## config.mk

```make
export PLATFORM = sky130hd
export DESIGN_NAME = decade_timer_ctrl_flat
export DESIGN_NICKNAME = d
export VERILOG_FILES = /design/src/rtl/decade_timer_pkg.sv /design/src/rtl/decade_timer_ctrl_if.sv /design/src/rtl/bcd_digit_dn.sv /design/src/rtl/decade_timer_ctrl.sv /design/src/flat_wrapper.sv
export SDC_FILE = /design/constraint.sdc
export NUM_CORES = 1
export LEC_CHECK = 0
export ABC_AREA = 1
export CAP_MARGIN = 20
export CORE_MARGIN = 2
export CORE_UTILIZATION = 48
export DETAILED_ROUTE_END_ITERATION = 16
export GPL_TIMING_DRIVEN = 0
export HOLD_SLACK_MARGIN = 0.08
export PLACE_DENSITY = 0.8
export SETUP_SLACK_MARGIN = 0.2
export SYNTH_ARGS = -nofsm -noshare
export SYNTH_HDL_FRONTEND = slang
export SYNTH_SLANG_ARGS = --single-unit
```

## constraint.sdc

```tcl
create_clock -name clk -period 2.5 [get_ports clk]
set_input_delay 0.25 -clock clk [delete_from_list [all_inputs] [get_ports clk]]
set_output_delay 0.25 -clock clk [all_outputs]
set_load 0.02 [all_outputs]
```

## src/rtl/decade_timer_pkg.sv

```systemverilog
// Shared types and helpers for the decade countdown timer.
// Optional periodic mode: DECADE_TIMER_AUTO_RELOAD_EN (see decade_timer_ctrl).
package decade_timer_pkg;

    typedef enum logic [1:0] {
        ST_IDLE,
        ST_RUN,
        ST_HOLD,
        ST_DONE
    } state_t;

    localparam logic [3:0] BCD_MAX = 4'd9;

    function automatic logic bcd_valid(input logic [3:0] nibble);
        return nibble <= BCD_MAX;
    endfunction

endpackage

```

## src/rtl/decade_timer_ctrl_if.sv

```systemverilog
// Preset load handshake between the register interface and the timer.
// Macro DECADE_TIMER_AUTO_RELOAD_EN does not affect this interface.
interface decade_timer_ctrl_if #(
    parameter int DIGITS = 4
);
    logic                  load_valid;
    logic                  load_ready;
    logic [4*DIGITS-1:0]   load_bcd;

    modport master (
        output load_valid,
        output load_bcd,
        input  load_ready
    );

    modport slave (
        input  load_valid,
        input  load_bcd,
        output load_ready
    );
endinterface

```

## src/rtl/bcd_digit_dn.sv

```systemverilog
// One BCD down-counting digit with parallel load and borrow chaining.
// Macro DECADE_TIMER_AUTO_RELOAD_EN does not affect this module.
module bcd_digit_dn
    import decade_timer_pkg::*;
(
    input  logic       clk,
    input  logic       rst,
    input  logic       load,
    input  logic [3:0] load_val,
    input  logic       borrow_in,
    output logic [3:0] value,
    output logic       borrow_out
);

    always_ff @(posedge clk) begin
        if (rst) begin
            value <= '0;
        end else if (load) begin
            value <= load_val;
        end else if (borrow_in) begin
            value <= (value == 4'd0) ? BCD_MAX : value - 4'd1;
        end
    end

    // Borrow ripples combinationally so the whole chain settles in one cycle.
    assign borrow_out = borrow_in && (value == 4'd0);

endmodule

```

## src/rtl/decade_timer_ctrl.sv

```systemverilog
// Countdown timer controller over a chain of BCD digits, single clock.
// Define DECADE_TIMER_AUTO_RELOAD_EN for periodic reload on terminal count.
module decade_timer_ctrl
    import decade_timer_pkg::*;
#(
    parameter int DIGITS = 4
) (
    input  logic                clk,
    input  logic                rst,
    input  logic                start,
    input  logic                stop,
    input  logic                tick,
    decade_timer_ctrl_if.slave  load,
    output logic [4*DIGITS-1:0] count,
    output logic                busy,
    output logic                done,
    output logic                err
);

    localparam int W = 4 * DIGITS;
    localparam logic [W-1:0] ONE = W'(1);

    state_t         state;
    state_t         state_nxt;
    logic           bcd_ok;
    logic           load_accept;
    logic           load_reject;
    logic           dig_load;
    logic           dec_en;
    logic           done_nxt;
    logic           err_nxt;
    logic [W-1:0]   dig_load_val;
    logic [W-1:0]   start_val;
    logic [DIGITS:0] borrow;

    assign load.load_ready = (state == ST_IDLE) || (state == ST_DONE);

    always_comb begin
        bcd_ok = 1'b1;
        for (int unsigned i = 0; i < DIGITS; i++) begin
            if (!bcd_valid(load.load_bcd[4*i +: 4])) begin
                bcd_ok = 1'b0;
            end
        end
    end

    assign load_accept = load.load_ready && load.load_valid && bcd_ok;
    assign load_reject = load.load_ready && load.load_valid && !bcd_ok;
    // A start in the same cycle as an accepted load sees the new preset.
    assign start_val   = load_accept ? load.load_bcd : count;

`ifdef DECADE_TIMER_AUTO_RELOAD_EN
    logic [W-1:0] reload;

    always_ff @(posedge clk) begin
        if (rst) begin
            reload <= '0;
        end else if (load_accept) begin
            reload <= load.load_bcd;
        end
    end
`endif

    always_comb begin
        state_nxt    = state;
        dig_load     = 1'b0;
        dig_load_val = load.load_bcd;
        dec_en       = 1'b0;
        done_nxt     = 1'b0;
        err_nxt      = load_reject;

        unique case (state)
            ST_IDLE: begin
                dig_load = load_accept;
                if (!stop && start) begin
                    if (start_val != '0) begin
                        state_nxt = ST_RUN;
                    end else begin
                        state_nxt = ST_DONE;
                        done_nxt  = 1'b1;
                    end
                end
            end
            ST_RUN: begin
                if (stop) begin
                    state_nxt = ST_HOLD;
                end else if (tick) begin
                    if (count == ONE) begin
`ifdef DECADE_TIMER_AUTO_RELOAD_EN
                        if (reload != '0) begin
                            dig_load     = 1'b1;
                            dig_load_val = reload;
                            done_nxt     = 1'b1;
                        end else begin
                            dec_en    = 1'b1;
                            state_nxt = ST_DONE;
                            done_nxt  = 1'b1;
                        end
`else
                        dec_en    = 1'b1;
                        state_nxt = ST_DONE;
                        done_nxt  = 1'b1;
`endif
                    end else begin
                        dec_en = 1'b1;
                    end
                end
            end
            ST_HOLD: begin
                if (stop) begin
                    state_nxt = ST_IDLE;
                end else if (start) begin
                    state_nxt = ST_RUN;
                end
            end
            ST_DONE: begin
                dig_load  = load_accept;
                state_nxt = ST_IDLE;
            end
            default: state_nxt = ST_IDLE;
        endcase
    end

    always_ff @(posedge clk) begin
        if (rst) begin
            state <= ST_IDLE;
            done  <= 1'b0;
            err   <= 1'b0;
            busy  <= 1'b0;
        end else begin
            state <= state_nxt;
            done  <= done_nxt;
            err   <= err_nxt;
            busy  <= (state_nxt == ST_RUN) || (state_nxt == ST_HOLD);
        end
    end

    assign borrow[0] = dec_en;

    for (genvar g = 0; g < DIGITS; g++) begin : g_digit
        bcd_digit_dn u_digit (
            .clk        (clk),
            .rst        (rst),
            .load       (dig_load),
            .load_val   (dig_load_val[4*g +: 4]),
            .borrow_in  (borrow[g]),
            .value      (count[4*g +: 4]),
            .borrow_out (borrow[g+1])
        );
    end

    // RUN never holds zero, so the chain must never borrow past the top digit.
    a_no_underflow: assert property (@(posedge clk) disable iff (rst) !borrow[DIGITS]);

endmodule
```

## src/flat_wrapper.sv

```systemverilog
// flat-port wrapper written by rule: the top's interface ports become plain ports
module decade_timer_ctrl_flat import decade_timer_pkg::*;
#(
    parameter int DIGITS = 4
)
  (clk, rst, start, stop, tick, count, busy, done, err, load_load_valid, load_load_bcd, load_load_ready);
  decade_timer_ctrl_if #(.DIGITS(DIGITS)) load_i ();
  input  logic clk;
  input  logic rst;
  input  logic start;
  input  logic stop;
  input  logic tick;
  output logic [4*DIGITS-1:0] count;
  output logic busy;
  output logic done;
  output logic err;
  input wire logic [$bits(load_i.load_valid)-1:0] load_load_valid;
  input wire logic [$bits(load_i.load_bcd)-1:0] load_load_bcd;
  output wire logic [$bits(load_i.load_ready)-1:0] load_load_ready;
  assign load_i.load_valid = load_load_valid;
  assign load_i.load_bcd = load_load_bcd;
  assign load_load_ready = load_i.load_ready;
  decade_timer_ctrl #(.DIGITS(DIGITS)) u_core (.clk(clk), .rst(rst), .start(start), .stop(stop), .tick(tick), .load(load_i), .count(count), .busy(busy), .done(done), .err(err));
endmodule
```

==> results.json, run 1 <==
{
  "status": "complete, no violations",
  "cpMostUsedCell": "buf_6",
  "num_io_pins": 42,
  "finalSetupTns_ns": 0,
  "tritoncts": "yes",
  "hold_viol_final": 0,
  "worst_slew_margin_rel_pct": 66.5,
  "antenna_found_initial": 0,
  "clock_slew_at_the_register_clock_pins_of_the_worst_setup_and_hold_paths_ns": 0.13,
  "hold_class": "in2reg",
  "yosys_synthesis_warning_count": 0,
  "startpoint_type": "flop",
  "cts_root_buffer": "clkbuf_4",
  "grt_first_pass_wirelength_mm": 6.47,
  "fp.coreArea_mm2": 0.00300,
  "buffer_levels_on_the_longest_clock_path": 2,
  "critical_path_s_top_delay_family": "buffers and inverters",
  "critical_path.max_fanout": 10,
  "finalCriticalPeriod_ns": 2.07,
  "ctsHoldBuffers": 0,
  "globalRoute.totalOverflow": 0,
  "clock-sinks": 21,
  "ant_nets_after_route": 0,
  "first_pass_iters": 5,
  "fillerInstances": 298,
  "crit_path_max_incr_delay_ns": 0.37,
  "cp.required_ns": 2.69,
  "tightestPinTransition_ns": 0.503,
  "setup_repair_after_global_routing_missed_its_margin": "no",
  "setup_violations": 0,
  "min_period_over_period_pct": 83.0,
  "diodes_inserted": 0,
  "cp.buffers_inverters": 4,
  "grt_start_max_net_pins": 12,
  "cts_setup_buffers": 0,
  "clk-insertion-delay-late_ns": 0.31,
  "drt-total-wl_mm": 4.08,
  "final_routed_wire_length_divided_by_cell_count_um": 12.8,
  "start_util_pct": 49.9,
  "synthToLayoutAreaGrowth_pct": 31.2,
  "gp_congestion": 0.921,
  "final_cell_count_no_fill": 319,
  "mostFrequentLayoutCell": "nand2_1",
  "netlist_area_before_placement_mm2": 0.00150,
  "slew_violations": 0,
  "final.setup_skew_ns": 0.0124,
  "muxShareOfSynthArea_pct": 0,
  "fmax_mhz": 482,
  "worst_slack_ns": 0.426,
  "cts_htree_levels": 1,
  "yosys.area_share.adder_pct": 2.51,
  "synth_area_per_cell_um2": 6.19,
  "critical_path_at_ns": 2.26,
  "drtIter0Drc": 111,
  "grtUsageTotal_pct": 23.8,
  "power_density_mw_per_mm2": 591,
  "number_of_global_route_vias_before_repair": 1532,
  "nets": 312,
  "final_cell_mix": "57 x nand2_1, 41 x nor2_1, 40 x inv_1, 40 x clkdlybuf4s50_1, 21 x dfxtp_1",
  "post-layout-total-power_w": 0.00116,
  "postSynthNetCount": 267,
  "simple_gate_area_share_of_the_yosys_netlist_pct": 36.5,
  "max_cap_viols": 0,
  "synth_compound_area_share_pct": 20.6,
  "ctsResizeCount": 0,
  "drive_above_1_share_pct": 7.34,
  "route.vias.total": 1715,
  "worst_ir_drop_vdd_mv": 0.294,
  "static-leakage-power_nw": 0.854,
  "synth_top_family_by_area": "simple AND/OR/NAND/NOR gates",
  "end_kind": "flop",
  "die_width_um": 59.9,
  "pre_cts_slack_ns": 0.408,
  "portBuffers": 40,
  "worst_path_max_delay_cell": "dfxtp_1",
  "worstSetupPathType": "reg2reg",
  "synth_seq_cells": 21,
  "drc": 0,
  "placed_cells": 315,
  "die_h_um": 59.9,
  "die_area_mm2": 0.00358,
  "synth_sequential_area_ratio_pct": 28.1,
  "rows": 20,
  "cts-buffers-inserted": 3,
  "vias_per_cell": 5.38,
  "netlist-cell-type-count": 33,
  "place_hpwl_mm": 3.15,
  "postSynthCellCount": 242,
  "timing.critical_path.cells": "inv_1, ha_1, nor2_2, nand3_2, buf_6, buf_6, buf_2, o211ai_1, a21oi_1",
  "synth_xor_xnor_area_share_pct": 0
}
worst paths after layout:
| check | startpoint | endpoint | slack [ns] | cells after the start |
|---|---|---|---|---|
| min reg2reg | u_core.g_digit[2].u_digit.value[3]$_SDFFE_PP0P_ | u_core.g_digit[2].u_digit.value[3]$_SDFFE_PP0P_ | 0.50 | 2 |
| max | u_core.state[0]$_SDFF_PP0_ | u_core.g_digit[2].u_digit.value[0]$_SDFFE_PP0P_ | 0.43 | 9 |
| min | rst | u_core.g_digit[3].u_digit.value[3]$_SDFFE_PP0P_ | 0.42 | 2 |
| max reg2reg | u_core.state[0]$_SDFF_PP0_ | u_core.g_digit[2].u_digit.value[0]$_SDFFE_PP0P_ | 0.43 | 9 |
logic make-up (layout without fill, tap and decap cells):
kind of cell	after synthesis	in the layout
AO/OA/AOI/OAI	48	48
AND/OR/NAND/NOR	125	125
buffers and inverters	45	89
adder cells (fa/ha/maj)	3	3
flip-flops	21	21
power breakdown:
part	internal, W	switching, W
Combinational	0.000236	0.000350
Clock	0.0000622	0.000105
Sequential	0.000378	0.0000315
Total	0.000676	0.000486
cell usage after synthesis, drive strengths merged:
cell | instances | share of area (%)
nand3b | 1 | 0.50
nor2 | 45 | 12
a31oi | 2 | 0.84
and2 | 1 | 0.42
buf | 3 | 1.8
nor3 | 3 | 1.8
nand4 | 1 | 0.42
o21bai | 1 | 1.3
a221oi | 1 | 1.0
o22a | 1 | 0.58
nor4 | 1 | 0.42
clkbuf | 2 | 0.50
o21ai | 18 | 6.0
a21oi | 14 | 4.7
o2111ai | 1 | 0.58
nand2 | 62 | 17
a311oi | 1 | 0.58
inv | 40 | 10
nand3 | 11 | 4.3
o221ai | 1 | 0.58
o311ai | 1 | 0.58
o211ai | 4 | 2.0
dfxtp | 21 | 28
a211oi | 3 | 1.8
ha | 3 | 2.5
sequential cells by signal, indices dropped and copies added (netlist names):
name and count:
u_core.g_digit.u_digit.value 16, u_core.busy 1, u_core.state 2, u_core.done 1, u_core.err 1
layer usage:
metal	share of wire, %	track usage [%]	up-vias	routed length, µm
met5	0	0	-	0
met4	2.9	12.4	0	119
met3	8.7	4.33	15	354
met2	45	39.1	82	1830
met1	44	29.4	756	1780
li1	-	-	862	-
worst reg2reg max path: stages (launching register included):
cell and delay (ns):
dfxtp_1 0.37, inv_1 0.09, ha_1 0.34, nor2_2 0.26, nand3_2 0.13, buf_6 0.16, buf_6 0.15, buf_2 0.20
o211ai_1 0.19, a21oi_1 0.08
cell type report:
class                           instances  area, µm²  area share [%]
Multi-Input combinational cell        176        892            45.4
Sequential cell                        21        420            21.4
Timing Repair Buffer                   40        400            20.4
Inverter                               40        150            7.64
Tap cell                               33       41.3            2.10
Buffer                                  5       35.0            1.78
Clock buffer                            4       26.3            1.34
stage by stage:
step	hold slack [ns]	utilization, %	area, µm²
6_report	0.418	65.5	1970
3_3_place_gp	0.473	64.6	1940
5_1_grt	0.404	65.5	1970
4_1_cts	0.398	65.5	1970
2_1_floorplan	0.411	-	1500
3_5_place_dp	0.483	64.6	1940
Power figures use the tool's default switching activity.
==> run 2, diff against run 1 <==
--- a/config.mk
+++ b/config.mk
@@ -8,11 +8,11 @@
 export ABC_AREA = 1
 export CAP_MARGIN = 20
 export CORE_MARGIN = 2
-export CORE_UTILIZATION = 48
+export CORE_UTILIZATION = 43
 export DETAILED_ROUTE_END_ITERATION = 16
 export GPL_TIMING_DRIVEN = 0
 export HOLD_SLACK_MARGIN = 0.08
-export PLACE_DENSITY = 0.8
+export PLACE_DENSITY = 0.76
 export SETUP_SLACK_MARGIN = 0.2
 export SYNTH_ARGS = -nofsm -noshare
 export SYNTH_HDL_FRONTEND = slang
==> constraint.sdc (replaced) <==
create_clock -name clk -period 1.7 [get_ports clk]
set_input_delay 0.17 -clock clk [delete_from_list [all_inputs] [get_ports clk]]
set_output_delay 0.17 -clock clk [all_outputs]
set_load 0.02 [all_outputs]
==> results.json, run 2 (synthesized netlist as in run 1, its figures left out) <==
{
  "status": "finished, violations left",
  "violations": "negative setup slack",
  "max_cap_viols": 0,
  "detailroute.wirelength.met3_um": 369,
  "clock-sinks": 21,
  "synthToLayoutAreaGrowth_pct": 62.8,
  "setup_violations": 12,
  "cts_root_buffer": "clkbuf_4",
  "min_period_over_period_pct": 108,
  "tightestPinTransition_ns": 0.603,
  "worst_slew_margin_rel_pct": 59.8,
  "globalRoute.totalOverflow": 0,
  "top_registers": "u_core.g_digit.u_digit.value x16, u_core.state x2",
  "rows": 21,
  "antenna_found_initial": 0,
  "end_kind": "flop",
  "pre_cts_slack_ns": -0.320,
  "die_width_um": 63.0,
  "route.met2.wl_mm": 2.54,
  "critical_path.max_fanout": 3,
  "route.vias.total": 1890,
  "ant_nets_after_route": 0,
  "grtUsageTotal_pct": 24.1,
  "regToRegEndpoint": "u_core.busy$_SDFF_PP0_",
  "hold_depth": 2,
  "cp.required_ns": 1.93,
  "multi_input_comb_area_mm2": 0.00110,
  "grt_first_pass_wirelength_mm": 7.70,
  "power_density_mw_per_mm2": 868,
  "highest-signal-layer": "met4",
  "mostFrequentLayoutCell": "nand2_1",
  "worst_slack_ns": -0.135,
  "tritoncts": "yes",
  "clk-insertion-delay-late_ns": 0.32,
  "diodes_inserted": 0,
  "buffer_levels_on_the_longest_clock_path": 2,
  "drtIter0Drc": 93,
  "static-leakage-power_nw": 1.14,
  "fp.coreArea_mm2": 0.00334,
  "cts_htree_levels": 1,
  "wirelength_met1_mm": 2.12,
  "startpoint_type": "flop",
  "final.setup_skew_ns": 0.0125,
  "hold_viol_final": 0,
  "slew_violations": 0,
  "die_h_um": 63.0,
  "hold_path.startpoint": "rst",
  "cts-buffers-inserted": 3,
  "start_util_pct": 44.9,
  "first_pass_iters": 4,
  "post-layout-total-power_w": 0.00212,
  "drive_above_1_share_pct": 31.4,
  "die_area_mm2": 0.00397,
  "gp_congestion": 0.912,
  "crit-reg2reg-launch": "u_core.state[0]$_SDFF_PP0_",
  "reg2reg_depth": 12,
  "critical_path_at_ns": 2.06,
  "grt_start_max_net_pins": 12,
  "hold_class": "in2reg",
  "number_of_global_route_vias_before_repair": 1739,
  "reg2reg_slack_ns": -0.14,
  "worstSetupPathType": "reg2reg",
  "place_hpwl_mm": 3.23,
  "fillerInstances": 283,
  "nets": 335,
  "largest-register": "u_core.g_digit.u_digit.value",
  "clock_slew_at_the_register_clock_pins_of_the_worst_setup_and_hold_paths_ns": 0.15,
  "portBuffers": 40,
  "setup_repair_after_global_routing_missed_its_margin": "yes",
  "final_routed_wire_length_divided_by_cell_count_um": 14.7,
  "largest_reg_flops": 16,
  "vias_per_cell": 5.32,
  "worst_ir_drop_vdd_mv": 0.391,
  "finalSetupTns_ns": -0.641,
  "hold_end": "u_core.g_digit[3].u_digit.value[3]$_SDFFE_PP0P_",
  "core_utilization_of_the_finished_layout_pct": 73.1,
  "final_cell_mix": "48 x nand2_1, 30 x inv_1, 30 x nor2_1, 25 x clkdlybuf4s50_1, 19 x buf_4",
  "drt-total-wl_mm": 5.21,
  "drc": 0,
  "fmax_mhz": 545,
  "finalCriticalPeriod_ns": 1.84,
  "num_io_pins": 42,
  "sequential_cell_area_um2": 430
}
## run 2: cell types whose count changed in the layout (fill, tap and decap cells not counted), moves of 9 or more
cell             previous run  this run
nor2_1                     41        30
inv_1                      40        30
nand2_1                    57        48
dlygate4sd2_1               0         9
clkdlybuf4s50_1            40        25
buf_4                       0        19
## run 2: metrics by stage
step	cell area, µm²	cells	hold WS (ns)
floorplan	1540	242	0.329
global placement	2000	328	0.486
detailed placement	2000	328	0.487
CTS	2230	345	0.317
global route	2440	355	0.326
finish	2440	355	0.303
## run 2: area by class of cell
type                       instances  share of cell area (%)
multi-input combinational        176                    45.2
timing repair buffer              63                    24.9
sequential                        21                    17.7
inverter                          40                    6.52
buffer                             5                    2.36
tap                               46                    2.36
clock buffer                       4                    1.08
## run 2: report_power, final
part	leakage, nW	switching, W	internal [W]
registers	0.174	0.0000541	0.000561
logic	0.951	0.000685	0.000543
clock network	0.0150	0.000183	0.0000918
## run 2: worst max path at each step
stage	slack, ns	startpoint	cells past startpoint	endpoint
after floorplan	0.09	u_core.state[0]$_SDFF_PP0_	13	u_core.busy$_SDFF_PP0_
after global placement	-0.28	load_load_bcd[9]	11	u_core.busy$_SDFF_PP0_
after detailed placement	-0.32	load_load_bcd[1]	11	u_core.busy$_SDFF_PP0_
after CTS	-0.06	u_core.state[1]$_SDFF_PP0_	13	u_core.busy$_SDFF_PP0_
after global routing	-0.24	u_core.state[0]$_SDFF_PP0_	13	u_core.busy$_SDFF_PP0_
final	-0.14	u_core.state[0]$_SDFF_PP0_	12	u_core.busy$_SDFF_PP0_
## run 2: timing repair
action / 4_1_cts / 5_1_grt
cloned: 1 / 0
endpoints found under the setup margin: 31 / 26
endpoints found under the hold margin: 0 / 0
hold buffers: 0 / 0
setup buffers: 12 / 10
gates resized for setup: 53 / 40
pin swaps: 15 / 22
## run 2: worst max-delay path, cell delays in order, from the launching register on
cell and delay [ns]:
dfxtp_2 0.37, inv_2 0.05, ha_4 0.24, nor2_4 0.13, buf_6 0.13, buf_4 0.11, nand3b_1 0.10, nand2_1 0.14
nand3_2 0.12, o21bai_4 0.18, nand2_1 0.07, nand2_1 0.05, nor2_1 0.04
## run 2: layer usage
| metal | global-route usage [%] | up-vias |
|---|---|---|
| met5 | 0 | - |
| met4 | 7.50 | 0 |
| met3 | 3.96 | 20 |
| met2 | 42.4 | 91 |
| met1 | 29.6 | 863 |
| li1 | - | 916 |
==> run 3, diff against run 2 <==
--- a/config.mk
+++ b/config.mk
@@ -6,6 +6,7 @@
 export NUM_CORES = 1
 export LEC_CHECK = 0
 export ABC_AREA = 1
+export ABC_CLOCK_PERIOD_IN_PS = 1700
 export CAP_MARGIN = 20
 export CORE_MARGIN = 2
 export CORE_UTILIZATION = 43
==> constraint.sdc (replaced) <==
create_clock -name clk -period 1.7 [get_ports clk]
set_input_delay 0.17 -clock clk [delete_from_list [all_inputs] [get_ports clk]]
set_output_delay 0.17 -clock clk [all_outputs]
set_load 0.1 [all_outputs]
==> results.json, run 3 (synthesized netlist as in run 1, its figures left out) <==
{
  "end_kind": "flop",
  "setup_repair_after_global_routing_missed_its_margin": "yes",
  "num_io_pins": 42,
  "status": "finished, violations left",
  "drive_above_1_share_pct": 36.8,
  "ant_nets_after_route": 0,
  "drc": 0,
  "critical_path.max_fanout": 5,
  "globalRoute.totalOverflow": 0,
  "grt_first_pass_wirelength_mm": 7.67,
  "global_route.peak_usage_layer": "met2",
  "slew_violations": 0,
  "final_routed_wire_length_divided_by_cell_count_um": 13.4,
  "place_hpwl_mm": 3.17,
  "route.vias.total": 1844,
  "power_density_mw_per_mm2": 1020,
  "gr-usage-met1_pct": 29.8,
  "multi_input_comb_area_mm2": 0.00103,
  "min_period_over_period_pct": 106,
  "cts_root_buffer": "clkbuf_4",
  "static-leakage-power_nw": 0.984,
  "portBuffers": 40,
  "grt_util_met3_pct": 3.06,
  "worstSetupPathType": "reg2reg",
  "cp.required_ns": 1.94,
  "largest_reg_flops": 16,
  "worst_slew_margin_rel_pct": 63.8,
  "die_area_mm2": 0.00397,
  "clk-insertion-delay-late_ns": 0.32,
  "number_of_global_route_vias_before_repair": 1725,
  "pre_cts_slack_ns": -0.337,
  "diodes_inserted": 0,
  "met2_usage_pct": 42.2,
  "drt-total-wl_mm": 4.67,
  "cts-buffers-inserted": 3,
  "start_util_pct": 44.9,
  "grt_start_max_net_pins": 13,
  "mostFrequentLayoutCell": "nand2_1",
  "startpoint_type": "flop",
  "hold_class": "in2reg",
  "drtIter0Drc": 114,
  "setup_violations": 13,
  "buffer_levels_on_the_longest_clock_path": 2,
  "sequential_cell_area_um2": 460,
  "tritoncts": "yes",
  "final.setup_skew_ns": 0.0151,
  "die_h_um": 63.0,
  "tightestPinTransition_ns": 0.545,
  "post-layout-total-power_w": 0.00238,
  "critical_path_at_ns": 2.05,
  "hold_viol_final": 0,
  "antenna_found_initial": 0,
  "die_width_um": 63.0,
  "violations": "negative setup slack",
  "clock_slew_at_the_register_clock_pins_of_the_worst_setup_and_hold_paths_ns": 0.14,
  "rows": 21,
  "cts_htree_levels": 1,
  "worst_ir_drop_vdd_mv": 0.586,
  "worst_slack_ns": -0.106,
  "fp.coreArea_mm2": 0.00334,
  "clock-sinks": 21,
  "top_registers": "u_core.g_digit.u_digit.value x16, u_core.state x2",
  "fmax_mhz": 554,
  "synthToLayoutAreaGrowth_pct": 55.4,
  "first_pass_iters": 5,
  "nets": 328,
  "largest-register": "u_core.g_digit.u_digit.value",
  "gp_congestion": 0.896,
  "fillerInstances": 291,
  "ctsHoldBuffers": 0,
  "max_cap_viols": 0,
  "finalCriticalPeriod_ns": 1.81,
  "grtUsageTotal_pct": 24.0,
  "finalSetupTns_ns": -0.650,
  "vias_per_cell": 5.30,
  "final_cell_mix": "47 x nand2_1, 35 x nor2_1, 31 x inv_1, 20 x clkdlybuf4s50_1, 17 x clkdlybuf4s15_2"
}
==> run 3: cell types whose count changed in the layout (fill, tap and decap cells not counted), moves of 4 or more <==
cell / before / now
dlygate4sd2_1: 9 / 0
nor2_4: 7 / 2
buf_4: 19 / 13
nor2_1: 30 / 35
dlymetal6s2s_1: 5 / 0
clkdlybuf4s15_2: 0 / 17
dfxtp_4: 1 / 7
dfxtp_2: 5 / 11
a21oi_1: 8 / 12
dfxtp_1: 15 / 3
clkdlybuf4s50_1: 25 / 20
==> run 3: worst paths after layout <==
| path | startpoint | cells after the start | slack [ns] | end |
|---|---|---|---|---|
| hold reg to reg | u_core.g_digit[2].u_digit.value[1]$_SDFFE_PP0P_ | 2 | 0.50 | u_core.g_digit[2].u_digit.value[1]$_SDFFE_PP0P_ |
| setup reg to reg | u_core.state[0]$_SDFF_PP0_ | 13 | -0.11 | u_core.busy$_SDFF_PP0_ |
| hold / removal | rst | 2 | 0.34 | u_core.g_digit[3].u_digit.value[3]$_SDFFE_PP0P_ |
| setup / recovery | u_core.state[0]$_SDFF_PP0_ | 13 | -0.11 | u_core.busy$_SDFF_PP0_ |
==> run 3: critical path, stage by stage (launching register included) <==
cell and delay (ns):
dfxtp_4 0.40, inv_4 0.04, ha_4 0.22, nor2_4 0.15, nand3_4 0.11, buf_6 0.16
nand2_4 0.06, nand2_2 0.05, nor2_2 0.12, nand2_2 0.09, o21bai_4 0.14, nand2_1 0.07
nand2_1 0.06, nor2_1 0.04
==> run 3: cell type report <==
cell class	instances	share of cell area [%]
sequential	21	19.8
tap	46	2.47
timing repair buffer	56	23.8
clock buffer	3	0.968
clock inverter	1	0.215
multi-input combinational	176	44.1
inverter	40	6.56
buffer	5	2.10
==> run 3: metal layers <==
metal / up-vias / part of all wire (%)
met5: - / 0
met4: 0 / 2.4
met3: 13 / 5.0
met2: 71 / 50
met1: 855 / 42
li1: 905 / -
==> run 3: repair_timing <==
| action | 4_1_cts | 5_1_grt |
|---|---|---|
| endpoints found under the setup margin | 40 | 23 |
| gates cloned | 1 | 0 |
| resized for setup | 88 | 21 |
| setup buffers | 13 | 2 |
| pin swaps | 15 | 15 |
==> run 3: power by group <==
part	internal (W)	switching (W)	total [W]
logic	0.000482	0.00101	0.00149
clock network	0.0000882	0.000175	0.000263
registers	0.000567	0.0000552	0.000622
total	0.00114	0.00124	0.00238
==> run 3: stage by stage <==
stage	utilization [%]	hold WS (ns)	cell area [µm²]	std cells
2_1_floorplan	-	0.321	1580	242
3_3_place_gp	61.0	0.480	2040	328
3_5_place_dp	61.0	0.480	2040	328
4_1_cts	67.5	0.331	2250	346
5_1_grt	69.7	0.355	2330	348
6_report	69.7	0.342	2330	348
